--- src/rtl/comparator_serial.sv ---
// Bit-serial unsigned magnitude comparator (MSB first) with start/done handshake.
// Optional macro EARLY_EXIT_EN: finish as soon as the first differing bit is seen.
module comparator_serial #(
  parameter int N = 8
) (
  input  logic         clk,
  input  logic         rst_n,
  input  logic         start,
  input  logic [N-1:0] a,
  input  logic [N-1:0] b,
  output logic         busy,
  output logic         done,
  output logic         smaller,
  output logic         equal,
  output logic         greater,
  output logic [1:0]   dbg_state
);

  localparam int CW = (N > 1) ? $clog2(N) : 1;

  typedef enum logic [1:0] {
    IDLE  = 2'd0,
    SHIFT = 2'd1,
    DONE  = 2'd2
  } state_t;

  state_t        state;
  state_t        state_nxt;
  logic [N-1:0]  sh_a;
  logic [N-1:0]  sh_b;
  logic [CW-1:0] cnt;
  logic          decided;
  logic          gt;
  logic          bit_diff;
  logic          decided_nxt;
  logic          gt_nxt;
  logic          finish;

  // Handshake: start is sampled only while idle (busy=0); once taken, busy stays
  // high until and including the single done cycle, when the flags become valid.
  always_comb begin
    state_nxt   = state;
    bit_diff    = sh_a[N-1] ^ sh_b[N-1];
    decided_nxt = decided | bit_diff;
    gt_nxt      = decided ? gt : sh_a[N-1];
`ifdef EARLY_EXIT_EN
    finish      = (cnt == '0) || (!decided && bit_diff);
`else
    finish      = (cnt == '0);
`endif
    case (state)
      IDLE:    if (start) state_nxt = SHIFT;
      SHIFT:   if (finish) state_nxt = DONE;
      DONE:    state_nxt = IDLE;
      default: state_nxt = IDLE;
    endcase
    busy      = (state != IDLE);
    done      = (state == DONE);
    dbg_state = state;
  end

  always_ff @(posedge clk or negedge rst_n) begin
    if (!rst_n) begin
      state   <= IDLE;
      sh_a    <= '0;
      sh_b    <= '0;
      cnt     <= '0;
      decided <= 1'b0;
      gt      <= 1'b0;
      smaller <= 1'b0;
      equal   <= 1'b0;
      greater <= 1'b0;
    end else begin
      state <= state_nxt;
      case (state)
        IDLE: begin
          if (start) begin
            sh_a    <= a;
            sh_b    <= b;
            cnt     <= CW'(N - 1);
            decided <= 1'b0;
            gt      <= 1'b0;
          end
        end
        SHIFT: begin
          sh_a    <= sh_a << 1;
          sh_b    <= sh_b << 1;
          cnt     <= cnt - CW'(1);
          decided <= decided_nxt;
          gt      <= gt_nxt;
          // Flags are loaded on the edge into DONE so they read valid during done.
          if (finish) begin
            greater <= decided_nxt & gt_nxt;
            smaller <= decided_nxt & ~gt_nxt;
            equal   <= ~decided_nxt;
          end
        end
        default: ;
      endcase
    end
  end

endmodule

--- config.mk ---
export PLATFORM = sky130hd
export DESIGN_NAME = comparator_serial
export DESIGN_NICKNAME = d
export VERILOG_FILES = /design/src/rtl/comparator_serial.sv
export SDC_FILE = /design/constraint.sdc
export NUM_CORES = 1
export LEC_CHECK = 0
export BUFFER_PORTS_ARGS = -buffer_cell sky130_fd_sc_hd__buf_2
export CAP_MARGIN = 10
export CORE_MARGIN = 4
export CORE_UTILIZATION = 50
export CTS_BUF_LIST = sky130_fd_sc_hd__clkbuf_4 sky130_fd_sc_hd__clkbuf_8
export CTS_CLUSTER_DIAMETER = 120
export DETAILED_ROUTE_END_ITERATION = 12
export PLACE_DENSITY_LB_ADDON = 0.2
export SLEW_MARGIN = 25
export SYNTH_ARGS = -nofsm -noshare
export SYNTH_HDL_FRONTEND = slang
export SYNTH_SLANG_ARGS = --single-unit
--- constraint.sdc ---
create_clock -name clk -period 1.57 [get_ports clk]
set_input_delay 0.157 -clock clk [delete_from_list [all_inputs] [get_ports clk]]
set_output_delay 0.157 -clock clk [all_outputs]
set_load 0.005 [all_outputs]
Word level (Yosys, flattened, before mapping). Index checks and enable logic that the tools add are counted.

Register bits after elaboration: 26. Bits in latches: 0. Bits in writable memories: 0. Memory bits (read-only): 0. Logic and storage cells: 40. Memories kept: 0.

$add $sub $neg: 1. Multiply operators: 0. Divide/modulo/power cells: 0. $lt $le $gt $ge: 0. Eq/ne operators: 4. Shift-type cells: 0. Multiplexer cells: 13. Bitwise operators: 6. Reduce and logical (&&, ||, !) cells: 7.

Operators by type and width (number): 8-bit case mux with 2 select lines (2); 8-bit two-way mux (2); 3-bit case mux with 2 select lines (1); 2-bit AND reduction (3); 2-bit two-way mux (2); 2-bit != test (second input constant) (2); 1-bit case mux with 2 select lines (2); 2-bit case mux with 2 select lines (1); 2-bit nonzero test (2); 3-bit logical NOT (1); 3-bit two-way mux (1); 3-bit by 1-bit subtractor with 3-bit output (second input constant) (1); 1-bit bitwise AND (2); 2-bit by 1-bit == test with 1-bit output (second input constant) (1); 2-bit == test (second input constant) (1); 2-bit logical NOT (1); 1-bit two-way mux (2); 1-bit inverter (2); 1-bit bitwise OR (1); 1-bit XOR (1).

Longest topological paths before layout. Gate-level depths: netlist (run 1).

Depth after elaboration: 3. Depth in mapped cells: 5. Mapped depth without buffers: 5.

Worst setup path before layout (run 1). Ideal clock, no wire load.

Kind: reg2reg. Start: reg state[0] (netlist: dbg_state[0]). End: reg equal. Arrival: 1.257 ns. Required time: 1.445 ns. Setup slack: 0.188 ns. Cell stages (with the launch flop): 6. Period minus slack after synthesis: 1.382 ns. Path through: dfrtp_1 nor2b_4 buf_6 and3_4 buf_6 mux2_4.

Longest elaborated chain between the ends: 2.

RTL lines: start: declaration (line 27) `state_t state;`; start signal: assignment (line 74) `state <= state_nxt;`; 2-bit by 1-bit == test with 1-bit output (line 75) `case (state)`; 2-bit AND reduction (no line); end signal: assignment (line 95) `equal <= ~decided_nxt;`; end: declaration (line 14) `output logic equal,`.

No other way between the ends. A chain may end at the register's enable or synchronous reset.

Worst setup path in the final report (run 1).
Start: reg state[1] (netlist: dbg_state[1]). End: out busy.

Longest elaborated chain between the ends: 1.

RTL lines: 2-bit nonzero test (line 57) `busy = (state != IDLE);`; end: declaration (line 11) `output logic busy,`.

No other way between the ends.

==> out/summary.txt, run 1 <==
result of the run: finished, final reports clean
unrepaired setup endpoints after global routing: false
met3 WL: 116 µm
Period minus WS final: 1.50 ns
Mapped Cells: 123
Finished Layout Cells: 179
Synth Area in XOR/XNOR: 0.695%
hold_sp: a[0]
crit path launch type: register
total number of vias: 980
Net Sw Frac: 35.7%
core footprint: 2300 µm²
Crit path depth: 3
Mapped Avg Cell Area: 10.2 µm²
gr usage total: 17.3%
total power: 2.67 mW
met2 WL post-DR: 1290 µm
Final ANT Viol Nets: 0
GP Congestion: 0.814
Synth Net Count: 144
DR top layer: met4
Compound-Gate Fraction of Synth Area: 23.4%
Crit-path slowest cell: dfrtp_2
Root Buffer: clkbuf_4
vias in the first global route: 991
final count of pins violating max slew: 0
Max-Cap Viols: 0
Synth cell types: 24
Switch Pwr: 0.953 mW
initial antenna violation count: 0
layout cells sized above 1: 28.5%
Bufs and invs on worst path: 2
most instantiated cells after synthesis: dfrtp_1 (26), o21ai_0 (18), a22oi_1 (16)
largest net degree at the start of global routing: 27
CP endpoint kind: primary output
Synth area leaders: dfrtp_1 (52%), a22oi_1 (9.5%), o21ai_0 (7.1%)
Layout Nets: 173
Post-Synth Simple-Gate Area: 12.7%
Worst Hold End: sh_a[0]$_DFFE_PN0P_
period utilisation layout: 95.5%
Final TNS setup: 0 ns
placed insts: 172
Clock Pin Slew Worst Setup and Hold Paths: 0.15 ns
Area Overhead vs Synth: 18.5%
Yosys top cell by area: dfrtp_1
EDFF count, synth: 0
clock latency on the worst-skew pair: 0.33 ns
Most used DFF post-synth: dfrtp_1
CP max stage delay: 0.45 ns
top cell type's share of synthesized area: 51.6%
Fmax achieved: 667 MHz
DRC viols: 0
Worst-Margin Slew: 0.581 ns
Int Power: 1.72 mW
Sink Count: 26
die extent in y: 58.2 µm
Pre-antenna DRT Iters: 4
Avg WL per Cell: 15.2 µm
Metal-1 WL: 1280 µm
post-synthesis mux area share: 3.97%
Clock power frac: 17.3%
Leak: 0.710 nW
endpoints failing hold: 0
main combinational cell family by area after synthesis: compound AO/OA/AOI/OAI gates
worst-path cell chain: buf_4 > or2_2 > buf_2
Seq pwr share: 41.2%
Clock Path Buffers: 2
most common cell in the synthesized netlist: dfrtp_1
Largest delay share family, worst path: flip-flops
Mapped Area: 1260 µm²
Die ar.: 3390 µm²
cts bufs inserted: 3
final setup fails: 0
Peak VDD IR: 0.00110 V
number of diodes: 0
Worst Skew: 0.0135 ns
Via density: 5.47
first-pass GRT wire length: 4530 µm
FF-to-FF Start: dbg_state[1]$_DFFE_PN0P_
Detailed Route Iter0 Violations: 24
Seq cells post-synth: 26
global route overflow: 0
hold path cells: 2
PortBufs: 25
ys async rst share: 100%
CTS tree: done
H-Tree Depth: 1
FF-to-FF path depth: 4
I/O Pins: 26
flop2flop setup slack: 0.22 ns
hpwl dp: 1880 µm
post-synthesis sequential area ratio: 51.6%
Rel. slew slack: 61.3%
fin area: 1490 µm²
Post-Synth Adder-Cell Area: 1.99%
Gate power share: 41.5%
Worst Hold Slack: 0.0365 ns
Yosys warnings: 0
Detailed Route WL: 2710 µm
Critical Path RT: 1.41 ns
FP Rows: 17
critical path fanouts, max: 8
Crit Path Category: register to primary output
data arrival time of the worst path: 1.34 ns
placed cell areas: 1410 µm²
Initial Util: 54.8%
reg2reg end: equal$_DFFE_PN0P_
Hold Crit Class: primary input to register
Chip Width: 58.2 µm
PD cells: 1790 nW/µm²
==> area by class of cell <==
type	count	area [µm²]
multi-input cells	83	543
fillers	178	805
well taps	28	35.0
clock buffers	3	22.5
flip-flops and latches	26	652
clock inverters	1	30.0
repair buffers	33	191
inverters	5	18.8
==> worst register-to-register path, cell delays in order, from the launching register on <==
cell     delay [ns]
dfrtp_2        0.45
buf_4          0.16
nor2b_4        0.11
and3_4         0.23
mux2_4         0.30
==> worst max-delay path by stage <==
stage                             start                  to  slack (ns)
3_3_place_gp   dbg_state[0]$_DFFE_PN0P_  cnt[0]$_DFFE_PN0P_        0.13
4_1_cts        dbg_state[0]$_DFFE_PN0P_                busy        0.02
3_5_place_dp   dbg_state[0]$_DFFE_PN0P_  cnt[0]$_DFFE_PN0P_        0.10
2_1_floorplan  dbg_state[0]$_DFFE_PN0P_   equal$_DFFE_PN0P_        0.19
6_report       dbg_state[1]$_DFFE_PN0P_                busy        0.07
5_1_grt        dbg_state[1]$_DFFE_PN0P_                busy       0.009
==> through the flow <==
stage	utilization [%]	worst slack [ns]
5_1_grt	65.0	0.00882
4_1_cts	64.3	0.0218
3_3_place_gp	61.2	0.132
2_1_floorplan	-	0.188
3_5_place_dp	61.2	0.102
6_report	65.0	0.0713
==> registers in the layout (all words and copies together), names as in the netlist <==
signal	cells
sh_a	8
sh_b	8
cnt	3
dbg_state	2
decided	1
equal	1
greater	1
gt	1
smaller	1
==> cells by family after synthesis <==
family,after synthesis
AOI/OAI and AO/OA,48
and+or+nand+nor,28
DFF,26
buffers and inverters,14
muxes,4
adders and majority gates,2
xor gates and xnor gates,1
==> layout by cell type, fill, tap and decap left out, types with 2 or more instances in the layout <==
| cell | count |
|---|---|
| mux2i_1 | 2 |
| a21oi_1 | 9 |
| nor2_1 | 4 |
| a22o_1 | 3 |
| inv_1 | 5 |
| ha_1 | 2 |
| a22oi_1 | 16 |
| buf_4 | 6 |
| clkbuf_4 | 3 |
| buf_2 | 25 |
| nand2_1 | 8 |
| nand2b_1 | 2 |
| o21ai_0 | 18 |
| mux2_4 | 2 |
| nor2b_1 | 9 |
| dfrtp_1 | 25 |
==> what timing repair did <==
item / 4_1_cts / 5_1_grt
setup buffers: 1 / 1
hold buffers: 1 / 0
endpoints found under the setup margin: 1 / 14
hold endpoints to repair: 26 / 0
resized for setup: 1 / 2
==> metal layers <==
metal	global-route usage [%]	up-vias
li1	-	489
met1	23.2	459
met2	28.5	28
met3	2.00	4
met4	6.95	0
met5	0	-
==> power by group through the flow <==
stage	logic, mW	registers, mW	clock network [mW]
final	1.11	1.10	0.463
after detailed placement	1.06	1.12	0
after floorplan	0.784	1.09	0
after CTS	1.08	1.10	0.474
after global routing	1.26	1.13	0.491
after global placement	1.01	1.11	0
No activity file was read; power rests on OpenSTA's default activity.
==> run 2, diff against run 1 <==
--- a/config.mk
+++ b/config.mk
@@ -5,6 +5,7 @@
 export SDC_FILE = /design/constraint.sdc
 export NUM_CORES = 1
 export LEC_CHECK = 0
+export ABC_AREA = 1
 export BUFFER_PORTS_ARGS = -buffer_cell sky130_fd_sc_hd__buf_2
 export CAP_MARGIN = 10
 export CORE_MARGIN = 4
==> run 2 against run 1 <==
Net effect:
- sequential power is 7% higher
- hold slack improved by 0.013 ns
- fmax grew 6.5%
- non-clock buffer count down 5
- power rose by 11%
- utilization down 4.5 points
- clock skew decreased by 0.0050 ns
- critical endpoint is now sh_a[7]$_DFFE_PN0P_
- critical path type is now register to register
- setup slack better by 0.091 ns
- synthesized area up 7.8%
- cell count up 28%
- synthesized cell count grew 41%
==> out/summary.txt, run 2 <==
Detailed Route Iter0 Violations: 23
die extent in y: 60.1 µm
FF-to-FF path depth: 5
FP Rows: 18
Clock Path Buffers: 2
initial antenna violation count: 0
hold path cells: 3
Pre-antenna DRT Iters: 4
Period minus WS final: 1.41 ns
vias in the first global route: 1083
Seq cells post-synth: 26
Worst Hold End: sh_b[0]$_DFFE_PN0P_
PortBufs: 25
Final TNS setup: 0 ns
Most used DFF post-synth: dfrtp_1
hold_sp: b[0]
EDFF count, synth: 0
Leak: 0.860 nW
flop2flop setup slack: 0.16 ns
largest net degree at the start of global routing: 27
global route overflow: 0
Layout Nets: 221
result of the run: finished, final reports clean
top cell type's share of synthesized area: 47.9%
Chip Width: 60.1 µm
Root Buffer: clkbuf_4
CP endpoint kind: register
Worst Skew: 0.00855 ns
core footprint: 2540 µm²
Crit Path Category: register to register
ys async rst share: 100%
Rel. slew slack: 61.8%
dpl ws: 0.175 ns
Synth cell types: 18
Critical Path RT: 1.85 ns
Avg WL per Cell: 11.7 µm
final setup fails: 0
Via density: 5.00
critical path fanouts, max: 21
GP Congestion: 0.734
Finished Layout Cells: 229
first-pass GRT wire length: 4620 µm
Synth Net Count: 195
Final WS setup: 0.162 ns
FF-to-FF Start: dbg_state[1]$_DFFE_PN0P_
Worst Hold Slack: 0.0494 ns
final count of pins violating max slew: 0
Peak VDD IR: 0.00101 V
clock latency on the worst-skew pair: 0.33 ns
most instantiated cells after synthesis: nand2_1 (43), dfrtp_1 (26), inv_1 (25)
commonest non-fill, non-tap cells in the layout: nand2_1 (43), dfrtp_1 (26), inv_1 (25), buf_2 (25), nand3_1 (20)
H-Tree Depth: 1
Mapped Avg Cell Area: 7.81 µm²
Initial Util: 53.4%
Yosys top cell by area: dfrtp_1
placed insts: 224
hpwl dp: 1900 µm
Final ANT Viol Nets: 0
Mapped Area: 1360 µm²
gr usage total: 16.9%
Detailed Route WL: 2670 µm
cts bufs inserted: 3
Post-Route Utilization: 60.5%
total number of vias: 1146
number of diodes: 0
Fmax achieved: 710 MHz
PD cells: 1930 nW/µm²
CTS tree: done
most common cell in the synthesized netlist: nand2_1
Max-Cap Viols: 0
layout cells sized above 1: 21.1%
Die ar.: 3620 µm²
Sink Count: 26
Clock Pin Slew Worst Setup and Hold Paths: 0.15 ns
placed cell areas: 1480 µm²
post-synthesis sequential area ratio: 47.9%
period utilisation layout: 89.7%
unrepaired setup endpoints after global routing: false
DRC viols: 0
data arrival time of the worst path: 1.69 ns
Mapped Cells: 174
endpoints failing hold: 0
fin area: 1540 µm²
total power: 2.98 mW
I/O Pins: 26
Yosys warnings: 0
Hold Crit Class: primary input to register
crit path launch type: register
reg2reg end: sh_a[7]$_DFFE_PN0P_
top flop regs: sh_a (8), sh_b (8), cnt (3)
commonest non-fill, non-tap cell in the layout: nand2_1
Synth area leaders: dfrtp_1 (48%), nand2_1 (12%), nand3_1 (7.4%)
Area Overhead vs Synth: 13.4%
Worst-Margin Slew: 0.573 ns
-- run 2: layout make-up --
cell class / count / area [µm²]
fillers: 256 / 1000
flip-flops and latches: 26 / 651
multi-input cells: 114 / 548
repair buffers: 28 / 150
inverters: 27 / 101
well taps: 30 / 37.5
clock inverters: 1 / 30.0
clock buffers: 3 / 22.5
-- run 2: worst max-delay path, stage by stage, from the launching register on --
cell,delay [ns]
dfrtp_1,0.46
inv_2,0.14
nand2_4,0.15
nand2_2,0.35
nand2_1,0.11
o21ai_2,0.13
-- run 2: how the worst max path moves through the flow --
stage	startpoint	endpoint	slack, ns	cells after the start
after CTS	dbg_state[1]$_DFFE_PN0P_	sh_a[7]$_DFFE_PN0P_	0.15	5
final	dbg_state[1]$_DFFE_PN0P_	sh_a[7]$_DFFE_PN0P_	0.16	5
after global routing	dbg_state[1]$_DFFE_PN0P_	sh_a[6]$_DFFE_PN0P_	0.05	5
after global placement	dbg_state[1]$_DFFE_PN0P_	sh_a[6]$_DFFE_PN0P_	0.23	5
after detailed placement	dbg_state[1]$_DFFE_PN0P_	sh_a[7]$_DFFE_PN0P_	0.18	5
after floorplan	dbg_state[0]$_DFFE_PN0P_	cnt[2]$_DFFE_PN0P_	0.44	7
-- run 2: per-layer routing --
layer | vias to the layer above | routed length (µm) | part of all wire (%) | track usage, %
met5 | - | 0 | 0 | 0
li1 | 593 | - | - | -
met4 | 0 | 51 | 1.9 | 7.59
met1 | 524 | 1230 | 46 | 20.9
met2 | 24 | 1250 | 47 | 28.9
met3 | 5 | 143 | 5.3 | 2.59
-- run 2: logic make-up (layout without fill, tap and decap cells) --
| group | Yosys count | in the layout | synth area share [%] |
|---|---|---|---|
| fa+ha+maj | 2 | 2 | 1.84 |
| compound gates | 26 | 26 | 11.0 |
| simple gates | 86 | 86 | 27.4 |
| flops | 26 | 26 | 47.9 |
| buf+inv | 34 | 59 | 11.8 |
-- run 2: timing repair --
item,in CTS,in global routing
endpoints found under the hold margin,26,0
hold buffers,1,0
buffers inserted,0,0
endpoints found under the setup margin,0,0
resized for setup,0,0
-- run 2: where the power goes --
| group | switching, mW | leakage [nW] | internal (mW) |
|---|---|---|---|
| logic | 0.826 | 0.518 | 0.511 |
| clock network | 0.210 | 0.0279 | 0.259 |
| registers | 0.194 | 0.315 | 0.981 |
| total | 1.23 | 0.860 | 1.75 |
==> run 3, diff against run 2 <==
--- a/config.mk
+++ b/config.mk
@@ -9,7 +9,7 @@
 export BUFFER_PORTS_ARGS = -buffer_cell sky130_fd_sc_hd__buf_2
 export CAP_MARGIN = 10
 export CORE_MARGIN = 4
-export CORE_UTILIZATION = 50
+export CORE_UTILIZATION = 56
 export CTS_BUF_LIST = sky130_fd_sc_hd__clkbuf_4 sky130_fd_sc_hd__clkbuf_8
 export CTS_CLUSTER_DIAMETER = 120
 export DETAILED_ROUTE_END_ITERATION = 12
==> run 3 against run 2 <==
Net effect:
- global-route usage is 1.0 points higher
- via count is 0.35% lower
- first-iteration DRC count is 22% lower
- sequential power hardly changed
- routed wire length is 1.3% higher
- register-to-register slack better by 0.098 ns
- critical path type is now register to primary output
==> out/summary.txt, run 3 (synthesis gave the netlist of run 2 again) <==
result of the run: finished, final reports clean
Detailed Route Iter0 Violations: 18
endpoints failing hold: 0
H-Tree Depth: 1
Final TNS setup: 0 ns
placed insts: 223
Leak: 0.871 nW
I/O Pins: 26
DRC viols: 0
PD cells: 1950 nW/µm²
Sink Count: 26
Largest delay share family, worst path: flip-flops
Peak VDD IR: 0.00103 V
Final ANT Viol Nets: 0
total power: 3.02 mW
vias in the first global route: 1119
cts bufs inserted: 3
largest net degree at the start of global routing: 27
Max-Cap Viols: 0
gr usage total: 18.0%
Crit-path slowest cell: dfrtp_1
top flop regs: sh_a (8), sh_b (8), cnt (3)
data arrival time of the worst path: 1.22 ns
final count of pins violating max slew: 0
number of diodes: 0
final setup fails: 0
Via density: 5.01
Crit Path Category: register to primary output
period utilisation layout: 87.4%
Worst Hold Slack: 0.0673 ns
Worst Skew: 0.0149 ns
Pre-antenna DRT Iters: 4
# Post-CTS Setup Buffers: 0
die extent in y: 57.3 µm
first-pass GRT wire length: 4660 µm
initial antenna violation count: 0
Layout Nets: 222
Critical Path RT: 1.41 ns
Chip Width: 57.3 µm
Avg WL per Cell: 11.9 µm
clock latency on the worst-skew pair: 0.34 ns
Clock Pin Slew Worst Setup and Hold Paths: 0.15 ns
global route overflow: 0
Hold Crit Class: primary input to register
Area Overhead vs Synth: 14.1%
CP endpoint kind: primary output
Clock Path Buffers: 2
Die ar.: 3280 µm²
Finished Layout Cells: 228
commonest non-fill, non-tap cell in the layout: nand2_1
crit path launch type: register
PortBufs: 25
Period minus WS final: 1.37 ns
Root Buffer: clkbuf_4
Detailed Route WL: 2710 µm
unrepaired setup endpoints after global routing: false
commonest non-fill, non-tap cells in the layout: nand2_1 (43), dfrtp_1 (26), inv_1 (25), buf_2 (25), nand3_1 (20)
core footprint: 2250 µm²
layout cells sized above 1: 21.5%
total number of vias: 1142
Bufs and invs on worst path: 2
Rel. slew slack: 60.3%
Initial Util: 60.3%
worst-path cell chain: buf_4 > buf_2
GP Congestion: 0.830
CTS tree: done
CP max stage delay: 0.49 ns
FP Rows: 17
Post-Route Utilization: 68.8%
Worst-Margin Slew: 0.595 ns
Fmax achieved: 729 MHz
hpwl dp: 1910 µm
critical path fanouts, max: 15
## run 3: worst register-to-register path: stages (launching register included)
cell and delay [ns]:
dfrtp_1 0.47, inv_2 0.14, nand2_4 0.15, nand2_4 0.24
nand2_1 0.08, o21ai_0 0.16
## run 3: path summary, 6_finish.rpt
kind,startpoint,endpoint,slack (ns),depth (start not counted)
max,dbg_state[0]$_DFFE_PN0P_,dbg_state[0],0.20,2
min,a[0],sh_a[0]$_DFFE_PN0P_,0.07,3
max reg2reg,dbg_state[1]$_DFFE_PN0P_,sh_b[2]$_DFFE_PN0P_,0.26,5
min reg2reg,cnt[0]$_DFFE_PN0P_,cnt[0]$_DFFE_PN0P_,0.48,1
max in group asynchronous,rst_n,sh_b[2]$_DFFE_PN0P_,0.83,2
min in group asynchronous,rst_n,sh_a[7]$_DFFE_PN0P_,0.33,2
## run 3: report_power, final
group	internal, mW	switching (mW)	total [mW]
clock network	0.259	0.213	0.472
logic	0.532	0.837	1.37
registers	0.981	0.195	1.18
## run 3: cell type report
| type | count | area, µm² |
|---|---|---|
| Fill cell | 196 | 704 |
| Inverter | 27 | 101 |
| Clock inverter | 1 | 30.0 |
| Multi-Input combinational cell | 114 | 553 |
| Timing Repair Buffer | 29 | 158 |
| Sequential cell | 26 | 651 |
| Tap cell | 28 | 35.0 |
| Clock buffer | 3 | 22.5 |
## run 3: through the flow
stage	cell area [µm²]	worst slack, ns
detailed placement	1480	0.187
CTS	1550	0.150
finish	1550	0.197
floorplan	1360	0.444
global route	1550	0.111
global placement	1480	0.206
## run 3: what timing repair did
action,4_1_cts,5_1_grt
gates resized for setup,0,1
hold buffers,1,0
setup endpoints to repair,0,1
endpoints found under the hold margin,26,0
## run 3: metal layers
layer  vias to the layer above  share of wire (%)  global-route usage [%]
li1                        590                  -                       -
met1                       529                 44                    22.2
met2                        18                 50                    31.6
met3                         5                3.9                    2.26
met4                         0                1.7                    7.28
met5                         -                  0                       0
